[config.mk]
export PLATFORM = sky130hd
export DESIGN_NAME = operand_fetch
export DESIGN_NICKNAME = d
export VERILOG_FILES = /design/src/rtl/operand_fetch_pkg.sv /design/src/rtl/operand_fetch_sel.sv /design/src/rtl/operand_fetch.sv
export SDC_FILE = /design/constraint.sdc
export NUM_CORES = 1
export LEC_CHECK = 0
export ABC_AREA = 1
export CAP_MARGIN = 20
export CORE_ASPECT_RATIO = 0.75
export CORE_UTILIZATION = 69
export DETAILED_ROUTE_END_ITERATION = 8
export DONT_BUFFER_PORTS = 1
export HOLD_SLACK_MARGIN = 0.06
export MAX_ROUTING_LAYER = met4
export PLACE_DENSITY = 0.86
export REMOVE_ABC_BUFFERS = 1
export SLEW_MARGIN = 5
export SYNTH_ARGS = -nofsm -noshare
export SYNTH_HDL_FRONTEND = slang
export SYNTH_SLANG_ARGS = --single-unit
export TNS_END_PERCENT = 100
[constraint.sdc]
create_clock -name Clock -period 3.8 [get_ports Clock]
set_clock_uncertainty 0.15 [all_clocks]
set_input_delay 0.76 -clock Clock [delete_from_list [all_inputs] [get_ports Clock]]
set_output_delay 0.76 -clock Clock [all_outputs]
set_load 0.05 [all_outputs]
[src/rtl/operand_fetch_pkg.sv]
// Shared widths, opcodes and the ID/EX register layout for the operand fetch stage.
// The WB_BYPASS_EN build macro is consumed by operand_sel; it adds MEM/WB forwarding.
package operand_fetch_pkg;
  localparam int DSIZE  = 16;
  localparam int RSIZE  = 4;
  localparam int OPSIZE = 4;
  localparam int NSRC   = 2;

  typedef enum logic [OPSIZE-1:0] {
    OP_NOP   = 4'h0,
    OP_ADD   = 4'h1,
    OP_SUB   = 4'h2,
    OP_AND   = 4'h3,
    OP_OR    = 4'h4,
    OP_LOAD  = 4'h8,
    OP_STORE = 4'h9,
    OP_BR    = 4'hC
  } opcode_e;

  typedef struct packed {
    logic [OPSIZE-1:0] op;
    logic [RSIZE-1:0]  rd;
    logic              we;
    logic              is_load;
    logic [DSIZE-1:0]  a;
    logic [DSIZE-1:0]  b;
  } idex_t;

  function automatic logic src_match(input logic [RSIZE-1:0] rs, input logic we,
                                     input logic [RSIZE-1:0] rd);
    return (rs != '0) && we && (rd == rs);
  endfunction
endpackage

[src/rtl/operand_fetch_sel.sv]
// Per-source forwarding compare, operand mux and hazard flag (module operand_sel).
// WB_BYPASS_EN defined: MEM/WB data is forwarded; undefined: a MEM/WB match stalls.
module operand_sel
  import operand_fetch_pkg::*;
(
  input  logic [RSIZE-1:0] rs,
  input  logic [DSIZE-1:0] rdata,
  input  logic             idex_valid,
  input  logic             idex_we,
  input  logic [RSIZE-1:0] idex_rd,
  input  logic             exm_we,
  input  logic             exm_is_load,
  input  logic [RSIZE-1:0] exm_rd,
  input  logic [DSIZE-1:0] exm_data,
  input  logic             wb_we,
  input  logic [RSIZE-1:0] wb_rd,
  input  logic [DSIZE-1:0] wb_data,
  output logic [DSIZE-1:0] opnd,
  output logic             hazard
);
  logic m_idex, m_exm, m_wb;

  assign m_idex = src_match(rs, idex_valid & idex_we, idex_rd);
  assign m_exm  = src_match(rs, exm_we, exm_rd);
  assign m_wb   = src_match(rs, wb_we, wb_rd);

`ifdef WB_BYPASS_EN
  assign hazard = m_idex | (m_exm & exm_is_load);

  always_comb begin
    opnd = rdata;
    if (rs == '0)                   opnd = '0;
    else if (m_exm && !exm_is_load) opnd = exm_data;
    else if (m_wb)                  opnd = wb_data;
  end
`else
  // Register file has no write-through, so a MEM/WB match waits for the write.
  assign hazard = m_idex | (m_exm & exm_is_load) | m_wb;

  always_comb begin
    opnd = rdata;
    if (rs == '0)                   opnd = '0;
    else if (m_exm && !exm_is_load) opnd = exm_data;
  end
`endif
endmodule

[src/rtl/operand_fetch.sv]
// Decode-to-execute operand stage: register file read, forwarding, RAW stall and ID/EX register.
// Build option WB_BYPASS_EN (see operand_sel) enables MEM/WB forwarding.
module operand_fetch
  import operand_fetch_pkg::*;
(
  input  logic              Clock,
  input  logic              Reset,
  input  logic              id_valid,
  output logic              id_ready,
  input  logic [OPSIZE-1:0] id_op,
  input  logic [RSIZE-1:0]  id_rs1,
  input  logic [RSIZE-1:0]  id_rs2,
  input  logic [RSIZE-1:0]  id_rd,
  input  logic              id_we,
  input  logic              id_is_load,
  output logic [RSIZE-1:0]  RAddr1,
  output logic [RSIZE-1:0]  RAddr2,
  input  logic [DSIZE-1:0]  RData1,
  input  logic [DSIZE-1:0]  RData2,
  input  logic              exm_we,
  input  logic              exm_is_load,
  input  logic [RSIZE-1:0]  exm_rd,
  input  logic [DSIZE-1:0]  exm_data,
  input  logic              wb_we,
  input  logic [RSIZE-1:0]  wb_rd,
  input  logic [DSIZE-1:0]  wb_data,
  input  logic              flush,
  input  logic              ex_ready,
  output logic              ex_valid,
  output logic [OPSIZE-1:0] ex_op,
  output logic [RSIZE-1:0]  ex_rd,
  output logic              ex_we,
  output logic              ex_is_load,
  output logic [DSIZE-1:0]  ex_a,
  output logic [DSIZE-1:0]  ex_b
);
  logic [NSRC-1:0][RSIZE-1:0] rs;
  logic [NSRC-1:0][DSIZE-1:0] rdata, opnd;
  logic [NSRC-1:0]            haz;
  logic                       hazard, adv;
  logic                       vld_q;
  idex_t                      idex_q;

  assign RAddr1 = id_rs1;
  assign RAddr2 = id_rs2;
  assign rs     = {id_rs2, id_rs1};
  assign rdata  = {RData2, RData1};

  for (genvar g = 0; g < NSRC; g++) begin : g_src
    operand_sel u_sel (
      .rs          (rs[g]),
      .rdata       (rdata[g]),
      .idex_valid  (vld_q),
      .idex_we     (idex_q.we),
      .idex_rd     (idex_q.rd),
      .exm_we      (exm_we),
      .exm_is_load (exm_is_load),
      .exm_rd      (exm_rd),
      .exm_data    (exm_data),
      .wb_we       (wb_we),
      .wb_rd       (wb_rd),
      .wb_data     (wb_data),
      .opnd        (opnd[g]),
      .hazard      (haz[g])
    );
  end

  assign hazard   = |haz;
  assign adv      = !vld_q | ex_ready;
  // A flush consumes the incoming instruction even when it would otherwise stall.
  assign id_ready = Reset & adv & (!hazard | flush);

  always_ff @(posedge Clock) begin
    if (!Reset) begin
      vld_q  <= 1'b0;
      idex_q <= '0;
    end else if (flush) begin
      vld_q <= 1'b0;
    end else if (adv) begin
      if (id_valid && !hazard) begin
        vld_q  <= 1'b1;
        idex_q <= '{op: id_op, rd: id_rd, we: id_we, is_load: id_is_load,
                    a: opnd[0], b: opnd[1]};
      end else begin
        vld_q <= 1'b0;
      end
    end
  end

  assign ex_valid   = vld_q;
  assign ex_op      = idex_q.op;
  assign ex_rd      = idex_q.rd;
  assign ex_we      = idex_q.we;
  assign ex_is_load = idex_q.is_load;
  assign ex_a       = idex_q.a;
  assign ex_b       = idex_q.b;
endmodule
==> summary.md <==
| Metric | Value |
|---|---|
| Warnings, synthesis | 0 |
| Cell family with most CP delay | flip-flops |
| Crit path to | id_ready |
| Worst slew pin tran | roughly 0.62 ns |
| CTS tree | built |
| RR Endpoint | ex_a[2] |
| Worst setup SP type | register |
| Initial antenna violation count | 0 |
| Hpwl dp | 5.01 mm |
| CP cell instances | inv_1, nand2_1, nand2_1, nand2_1, inv_1, nand3_1, nand2_1, nor2_2, a21oi_1, nor3_1, buf_4 |
| Post-DR wirelength/cell | around 12 um |
| Setup violators final | 0 |
| Worst path most repeated cell | nand2_1 |
| Core area | 3830 sq um |
| Post-synthesis xor/xnor area fraction | 0% |
| DIE AREA | approximately 4400 sq um |
| Post-synthesis average cell area | between 5 and 6 sq um |
| Worst Setup End Kind | output pin |
| Clock-pin slew on the worst setup and hold paths | 0.08 ns |
| Antenna Cells | 0 |
| Critical path class | reg -> out |
| Fin. max-slew vios | 0 |
| VDD IR max | ~0.36 mV |
| Buffers on Ports | 0 |
| Fraction of layout cells with a size suffix above 1 | about 5.3% |
| Min Tclk post-route | 3.06 ns |
| Setup crit start | ex_rd[2] |
| CTS Hold Bufs | 0 |
| CTS H-tree lvls | 2 |
| Highest-delay cell along the critical path | dfxtp_1 |
| Outcome | finished, final reports clean |
| Critical path depth | 11 |
| Grt ovf | 0 |
| Gpl congestion | roughly 0.91 |
| Number of max-cap violations | 0 |
| Crit path largest cell delay | between 0.6 and 0.7 ns |
| Cell Rows | 19 |
| Synthesized area | 2870 sq um |
| CTS Sinks | 43 |
| Synth Area in Simple Gates | between 40% and 50% |
| Largest net degree at the start of global routing | 65 |
| Setup Buffers After CTS | 0 |
| Vias/cell | ~5.1 |
| CP Buf/Inv Count | 3 |
| DR pass1 iterations | 4 |
| Worst EP arrival | between 2 and 2.5 ns |
| Post-route ant nets | 0 |
| Fillers | ~360 |
| Setup ws final | roughly 0.74 ns |
| PostCTS Resize Cnt | 0 |
| Syn-to-layout area delta | -0.174% |
| Fin nets | slightly above 600 |
| RR Startpoint | ex_rd[2] |
| Leakage power | 1.68 nW |
| DR vias | between 2k and 3k |
| Final Hold Viols | 0 |
| FF+latch count, synth | 43 |
| Post-Synth Adder-Cell Area | 0% |
| Register-to-Register Path Depth | 12 |
| Mux cell area share after synthesis | 0% |
| Die Ht | 57.9 um |
| Unrepaired setup endpoints after global routing | no |
| GRT Util Overall | 33.0% |
| Synth Area in Compound Gates | 6.18% |
| HP Class | in -> reg |
| Slew headroom | about three fifths |
| Async set-reset flop share out of synthesis | 0% |
| First-pass GRT wire length | about 11 mm |
| Num CTS Buffers | 5 |
| EDFF count, synth | 0 |
| Die width | 76.5 um |
| Dominant synthesized flop cell | dfxtp_1 |
| Iteration-0 DRC Markers | around 100 |
| Maximum fanout along the worst path | 4 |
| WL final | between 6 and 7 mm |
| Power Density | 390 nW/um^2 |
| Seq. cell area | approximately 860 sq um |
| Multi-input gate area | about 1600 sq um |
| CP required | 2.89 ns |
| Post-synth cell types | 23 |
| # IOs | 150 |
| Fin crit share | 80.6% |
| Main combinational cell family by area after synthesis | simple AND/OR/NAND/NOR gates |
| Sequential share of the synthesized area | 30.0% |
| Drt drc | 0 |
| DP Worst Slack | between 0.7 and 0.8 ns |
| Initial core utilization | approximately 75% |
| Latest clock arrival within the worst-skew pair | approximately 0.29 ns |
| Number of global-route vias before repair | around 2.6k |
| Setup TNS | 0 ns |
| CTS root buffer | clkbuf_8 |
| Clock buffer depth | 2 |
| Synthesized instance count | approximately 530 |
| Fmax | between 0.3 and 0.4 GHz |
| Worst reg2reg setup slack | around 1.2 ns |
-- synthesized netlist by cell type (3+ instances only) --
library cell	number	area, sq um
dfxtp_1	43	861
inv_2	9	33.8
o21ai_0	8	40.0
o21ai_1	8	40.0
buf_2	4	20.0
inv_1	66	248
buf_6	3	33.8
clkbuf_1	8	30.0
buf_4	13	97.6
nand2_1	191	717
nor2_1	142	533
nand3_1	4	20.0
a21oi_1	15	75.1
-- registers in the layout, summed over array words and instances (netlist names) --
register and cells:
ex_valid 1, ex_op 4, ex_rd 4, ex_b 16, ex_we 1, ex_is_load 1
ex_a 16
-- routing by layer --
layer	routed length, um	part of all wire [%]	GRT usage [%]
met5	0	0	-
met4	66	0.95	9.34
met3	735	11	10.1
met2	3140	45	54.2
met1	3010	43	39.7
-- metrics by stage --
| step | total power [W] | util, % | area (sq um) | std cells | hold WS (ns) |
|---|---|---|---|---|---|
| floorplan | 0.000797 | - | 2690 | 500 | 0.574 |
| global placement | 0.000824 | 72.6 | 2780 | 554 | 0.585 |
| detailed placement | 0.000833 | 72.6 | 2780 | 554 | 0.588 |
| CTS | 0.00112 | 74.9 | 2870 | 561 | 0.428 |
| global route | 0.00118 | 74.9 | 2870 | 561 | 0.419 |
| finish | 0.00112 | 74.9 | 2870 | 561 | 0.431 |
-- power breakdown --
group	internal [W]	switching [W]
clock network	0.000143	0.000152
registers	0.000487	0.000152
logic	0.0000681	0.000117
total	0.000698	0.000421
-- cell families (layout without fill, tap and decap cells) --
group,Yosys count,count (layout)
buf+inv,103,84
simple gates,348,348
compound gates,34,34
flops,43,43
-- worst register-to-register path, delay by kind of cell, from the launching register on --
family / cells / cell delay [ns]
buffers and inverters: 3 / 0.63
DFF: 1 / 0.68
and+or+nand+nor: 9 / 1.08
-- worst min-delay path by stage --
stage / start / to / cells past startpoint
CTS: Reset / ex_op[2] / 2
global route: Reset / ex_op[2] / 2
detailed placement: ex_a[0] / ex_a[0] / 4
global placement: ex_a[0] / ex_a[0] / 4
finish: Reset / ex_is_load / 2
floorplan: ex_a[0] / ex_a[0] / 4
-- cell usage in the layout, fill, tap and decap left out, types with 2 or more instances in the layout --
cell type  Yosys  routed
a21oi_1       15      15
buf_4         13       2
clkbuf_8       0       6
dfxtp_1       43      43
inv_1         66      66
inv_2          9       9
nand2_1      191     191
nand2_2        2       2
nand3_1        4       4
nand3_2        2       2
nand4_4        1       2
nor2_1       142     142
nor2_2         2       2
o21ai_0        8       8
o21ai_1        8       8
o21bai_1       2       2
-- area by class of cell --
| cell class | instances | area share, % |
|---|---|---|
| timing repair buffer | 2 | 0.524 |
| clock buffer | 6 | 2.88 |
| tap | 52 | 2.27 |
| inverter | 75 | 9.82 |
| sequential | 43 | 30.0 |
| clock inverter | 1 | 0.175 |
| multi-input combinational | 382 | 54.3 |
No activity file was read; power rests on OpenSTA's default activity.
